===== config.mk =====
export PLATFORM = sky130hd
export DESIGN_NAME = vc_input_buffer
export DESIGN_NICKNAME = d
export VERILOG_FILES = /design/src/rtl/vc_input_buffer.sv
export SDC_FILE = /design/constraint.sdc
export NUM_CORES = 1
export LEC_CHECK = 0
export CAP_MARGIN = 20
export CORE_UTILIZATION = 55
export CTS_BUF_LIST = sky130_fd_sc_hd__clkbuf_8
export CTS_CLUSTER_DIAMETER = 40
export CTS_CLUSTER_SIZE = 12
export DETAILED_ROUTE_END_ITERATION = 6
export PLACE_DENSITY_LB_ADDON = 0.1
export SYNTH_ARGS = -nofsm -noshare
export SYNTH_HDL_FRONTEND = slang
export SYNTH_SLANG_ARGS = --single-unit

===== constraint.sdc =====
create_clock -name clk -period 2.5 [get_ports clk]
set_input_delay 0.75 -clock clk [delete_from_list [all_inputs] [get_ports clk]]
set_output_delay 0.75 -clock clk [all_outputs]
set_load 0.05 [all_outputs]

===== src/rtl/vc_input_buffer.sv =====
// vc_input_buffer: per-port input stage that steers words into two
// show-ahead virtual-channel FIFOs and presents their heads to the VC arbiter.
module vc_input_buffer #(
   parameter int unsigned DATA_WIDTH = 5,
   parameter int unsigned DEPTH      = 4,
   parameter int unsigned ADDR_W     = 2,
   parameter int unsigned AF_THRESH  = 3
) (
   input  logic                  clk,
   input  logic                  reset_L,
   input  logic                  push,
   input  logic                  vcId,
   input  logic [DATA_WIDTH-1:0] dataIn,
   input  logic                  validIn,
   input  logic                  popVC0,
   input  logic                  popVC1,
   output logic [DATA_WIDTH-1:0] VC0_out,
   output logic [DATA_WIDTH-1:0] VC1_out,
   output logic [1:0]            validBits,
   output logic                  emptyVC0,
   output logic                  emptyVC1,
   output logic                  fullVC0,
   output logic                  fullVC1,
   output logic                  almostFullVC0,
   output logic                  almostFullVC1,
   output logic                  pause,
   output logic                  errOverflow
);

   localparam int unsigned CNT_W  = ADDR_W + 1;
   localparam int unsigned WORD_W = DATA_WIDTH + 1;
   localparam int unsigned NUM_VC = 2;

   logic [NUM_VC-1:0]                 w_pop_req;
   logic [NUM_VC-1:0]                 w_empty;
   logic [NUM_VC-1:0]                 w_full;
   logic [NUM_VC-1:0]                 w_af;
   logic [NUM_VC-1:0]                 w_head_valid;
   logic [NUM_VC-1:0]                 w_drop;
   logic [NUM_VC-1:0][DATA_WIDTH-1:0] w_head_data;
   logic                              r_err;

   assign w_pop_req = {popVC1, popVC0};

   for (genvar g = 0; g < NUM_VC; g++) begin : g_vc
      logic [WORD_W-1:0] r_mem [DEPTH];
      logic [ADDR_W-1:0] r_rd_ptr;
      logic [ADDR_W-1:0] r_wr_ptr;
      logic [CNT_W-1:0]  r_count;
      logic              w_sel;
      logic              w_pop;
      logic              w_wr;
      logic [WORD_W-1:0] w_head;

      // A pop on this VC frees a slot in the same cycle, so a full FIFO can still accept
      assign w_sel          = push && (vcId == 1'(g));
      assign w_empty[g]     = (r_count == '0);
      assign w_full[g]      = (r_count == CNT_W'(DEPTH));
      assign w_af[g]        = (r_count >= CNT_W'(AF_THRESH));
      assign w_pop          = w_pop_req[g] && !w_empty[g];
      assign w_wr           = w_sel && (!w_full[g] || w_pop);
      assign w_drop[g]      = w_sel && w_full[g] && !w_pop;
      assign w_head         = r_mem[r_rd_ptr];
      assign w_head_data[g] = w_empty[g] ? '0 : w_head[DATA_WIDTH-1:0];
      assign w_head_valid[g] = !w_empty[g] && w_head[DATA_WIDTH];

      // Pointer and occupancy update; reset discards contents immediately
      always_ff @(posedge clk or negedge reset_L) begin
         if (!reset_L) begin
            r_rd_ptr <= '0;
            r_wr_ptr <= '0;
            r_count  <= '0;
         end else begin
            if (w_wr) begin
               r_wr_ptr <= r_wr_ptr + ADDR_W'(1);
            end
            if (w_pop) begin
               r_rd_ptr <= r_rd_ptr + ADDR_W'(1);
            end
            if (w_wr && !w_pop) begin
               r_count <= r_count + CNT_W'(1);
            end else if (!w_wr && w_pop) begin
               r_count <= r_count - CNT_W'(1);
            end
         end
      end

      // Storage array, intentionally left uninitialised by reset
      always_ff @(posedge clk) begin
         if (w_wr) begin
            r_mem[r_wr_ptr] <= {validIn, dataIn};
         end
      end
   end

   // Sticky overflow flag for any dropped push
   always_ff @(posedge clk or negedge reset_L) begin
      if (!reset_L) begin
         r_err <= 1'b0;
      end else if (|w_drop) begin
         r_err <= 1'b1;
      end
   end

   assign VC0_out       = w_head_data[0];
   assign VC1_out       = w_head_data[1];
   assign validBits     = w_head_valid;
   assign emptyVC0      = w_empty[0];
   assign emptyVC1      = w_empty[1];
   assign fullVC0       = w_full[0];
   assign fullVC1       = w_full[1];
   assign almostFullVC0 = w_af[0];
   assign almostFullVC1 = w_af[1];
   assign pause         = |w_af;
   assign errOverflow   = r_err;

endmodule


==> run_results.csv <==
group,metric,value,unit
status,status,"finished, final reports clean",
logic_synthesis,ys.flop_type,"edfxtp_1",
routing,vias,1456,
die,pin_count,32,
die,rows,25,
layout,drive_gt1_share,38.97,%
logic_synthesis,ys_top_cells_by_area,"edfxtp_1 (52%), dfrtp_1 (13%), mux4_2 (9.7%)",
cts,clockBufferDepth,2,
die,initial_core_util,58.27,%
timing,rsz0062_at_grt,"yes",
critical_path,crit_fanout,2,
timing,hold_viol_final,0,
layout,area_growth,25.66,%
logic_synthesis,synthAdderAreaFrac,5.922,%
job,cap_violations,0,
global_routing,grt_pass1_wl,7355,um
logic_synthesis,muxShareOfSynthArea,11.98,%
timing,clock_skew,0.01092,ns
critical_path,critical_path.endpoint_type,"register",
logic_synthesis,syn_inst,157,
logic_synthesis,ys_warn_count,0,
timing,period_share,98.20,%
routing,first_pass_iters,4,
logic_synthesis,synth_edf_count,48,
cts,cts.reportedPaths.clkPinSlew,0.06,ns
cts,numCtsBuffers,9,
global_routing,grtUsageTotal,20.12,%
layout,diodes,0,
timing,slew_headroom,54.97,%
layout,fill_cells,306,
logic_synthesis,post-synth-top-area-cell,"edfxtp_1",
power_and_ir_drop,p_per_area,1361,nW/um^2
timing,fin_tns_setup,0,ns
place,place.gp.congestion,0.7144,
worst_hold_path,hp-class,"register to register",
logic_synthesis,ys_seq_area_share,65.14,%
die,dieArea,5360,sq um
die,coreArea,4786,sq um
logic_synthesis,synthTopCellsByCount,"edfxtp_1 (48), and2_1 (20), dfrtp_1 (15)",
routing,drc,0,
routing,postRouteAntennaNets,0,
place,io_buffer_count,31,
routing,wire_per_inst,16.50,um
routing,first_iter_violations,71,
critical_path,worstPathRequired,2.72,ns
global_routing,grt_max_degree,16,
logic_synthesis,synthArstFlopShare,23.81,%
logic_synthesis,ys_seq_elements,63,
logic_synthesis,yosys.area_share.simple,9.870,%
critical_path,path_class,"primary input to register",
worst_hold_path,hp-start,"errOverflow",
critical_path,arrival,2.67,ns
timing,fmax,0.4073,GHz
logic_synthesis,syn_avg_cell_area,17.76,sq um
power_and_ir_drop,p_leak,1.360,nW
timing,worst_pin_slew,0.6734,ns
logic_synthesis,yosys.area.top_type_share,51.68,%
cts,cts_max_level,3,
cts,clock_sinks,63,
cts,cts_tree,"yes",
critical_path,startpoint,"popVC1",
global_routing,antenna_found_initial,0,
global_routing,overflow,0,
timing,hold_ws,0.4627,ns
critical_path,startpoint_type,"primary input",
timing,period_minus_slack,2.455,ns
layout,nNetsFinal,232,
logic_synthesis,synth_most_common_cell,"edfxtp_1",
logic_synthesis,synth_top_family_by_area,"multiplexers",
logic_synthesis,syn_area,2789,sq um
layout,fin_util,73.23,%
timing,setup_viol,0,
logic_synthesis,synth_compound_area_share,0.8524,%
routing,vias_per_cell,5.200,
die,die_h,73.21,um
place,place_hpwl,3219,um
timing,drv_slew,0,
cts,clkLatencyLatePin,0.34,ns
logic_synthesis,syn_nets,181,
logic_synthesis,synth_xor_area_share,3.769,%
global_routing,first_global_vias,1514,
power_and_ir_drop,ir_drop,0.0008218,V
routing,routed_wl,4619,um
logic_synthesis,synth_cell_types,29,
die,fp.dieW,73.21,um
cts,root_buffer,"clkbuf_8",
critical_path,r2r_start,"g_vc[1].r_count[1]",
==> final cells by class <==
| class | instances | area, sq um | share of cell area, % |
|---|---|---|---|
| tap | 67 | 83.83 | 2.392 |
| inverter | 8 | 30.03 | 0.8568 |
| timing repair buffer | 46 | 452.9 | 12.92 |
| clock inverter | 6 | 52.55 | 1.499 |
| clock buffer | 10 | 137.6 | 3.927 |
| multi-input combinational | 80 | 928.4 | 26.49 |
| sequential | 63 | 1819 | 51.91 |
==> state kept, by name (all words and copies together) (netlist names) <==
register and flops:
g_vc.r_wr_ptr 4, errOverflow 1, g_vc.r_rd_ptr 4, g_vc.r_mem 48
g_vc.r_count 6
==> power by group <==
part / internal (W) / leakage (nW) / switching [W]
registers: 0.00135 / 0.607 / 0.000237
logic: 0.00108 / 0.647 / 0.00126
clock network: 0.000475 / 0.105 / 0.000369
total: 0.00291 / 1.36 / 0.00186
==> final timing paths <==
check / cells past startpoint / slack (ns) / to
max: 7 / 0.05 / g_vc[1].r_count[1]
min: 1 / 0.46 / errOverflow
max reg2reg: 8 / 0.36 / g_vc[1].r_count[2]
min reg2reg: 1 / 0.46 / errOverflow
max in group asynchronous: 1 / 1.20 / g_vc[1].r_rd_ptr[0]
min in group asynchronous: 1 / 0.83 / g_vc[1].r_wr_ptr[1]
==> kinds of logic (layout without fill, tap and decap cells) <==
logic type | count (synthesis) | after routing
flip-flops | 63 | 63
AND/OR/NAND/NOR | 36 | 36
adder cells (fa/ha/maj) | 12 | 12
XOR/XNOR | 12 | 12
buffers and inverters | 14 | 70
multiplexers | 17 | 17
AO/OA/AOI/OAI | 3 | 3
==> metal layers <==
| layer | track usage (%) | up-vias | wire length (um) |
|---|---|---|---|
| li1 | - | 674 | - |
| met1 | 24.98 | 731 | 1959 |
| met2 | 32.30 | 44 | 2344 |
| met3 | 7.320 | 7 | 247 |
| met4 | 7.843 | 0 | 68 |
| met5 | 0 | - | 0 |
==> per-stage QoR <==
| stage | total power [W] | instance area, sq um | worst slack (ns) | std cells |
|---|---|---|---|---|
| after floorplan | 0.003108 | 2789 | 0.09583 | 157 |
| after CTS | 0.004623 | 3432 | 0.003927 | 279 |
| after global routing | 0.005010 | 3505 | -0.01617 | 280 |
| after global placement | 0.003633 | 3219 | -0.1760 | 262 |
| final | 0.004770 | 3505 | 0.04502 | 280 |
| after detailed placement | 0.003734 | 3219 | -0.2848 | 262 |
==> worst max-delay path, stage by stage <==
cell and delay [ns]:
clkdlybuf4s50_1 0.48, nor4b_4 0.38, nor2_4 0.07, ha_1 0.22, inv_1 0.09, fa_1 0.41
mux2_2 0.27
==> repair_timing <==
item,4_1_cts,5_1_grt
hold endpoints to repair,0,0
hold buffers,0,0
resized for setup,5,19
cloned,0,0
setup endpoints to repair,12,12
setup buffers,1,1
pin swaps,0,5
==> cells in the final DEF, fill, tap and decap left out, types with 3 or more instances in the layout <==
cell type and count:
and2_4 6, clkbuf_8 10, ha_1 10, clkdlybuf4s50_1 12
clkinv_2 3, mux4_2 12, buf_4 23, buf_8 5
inv_1 9, edfxtp_1 48, xor2_1 4, xnor2_1 8
buf_6 4, dfrtp_1 13, and2_1 14
No activity file was read; power rests on OpenSTA's default activity.
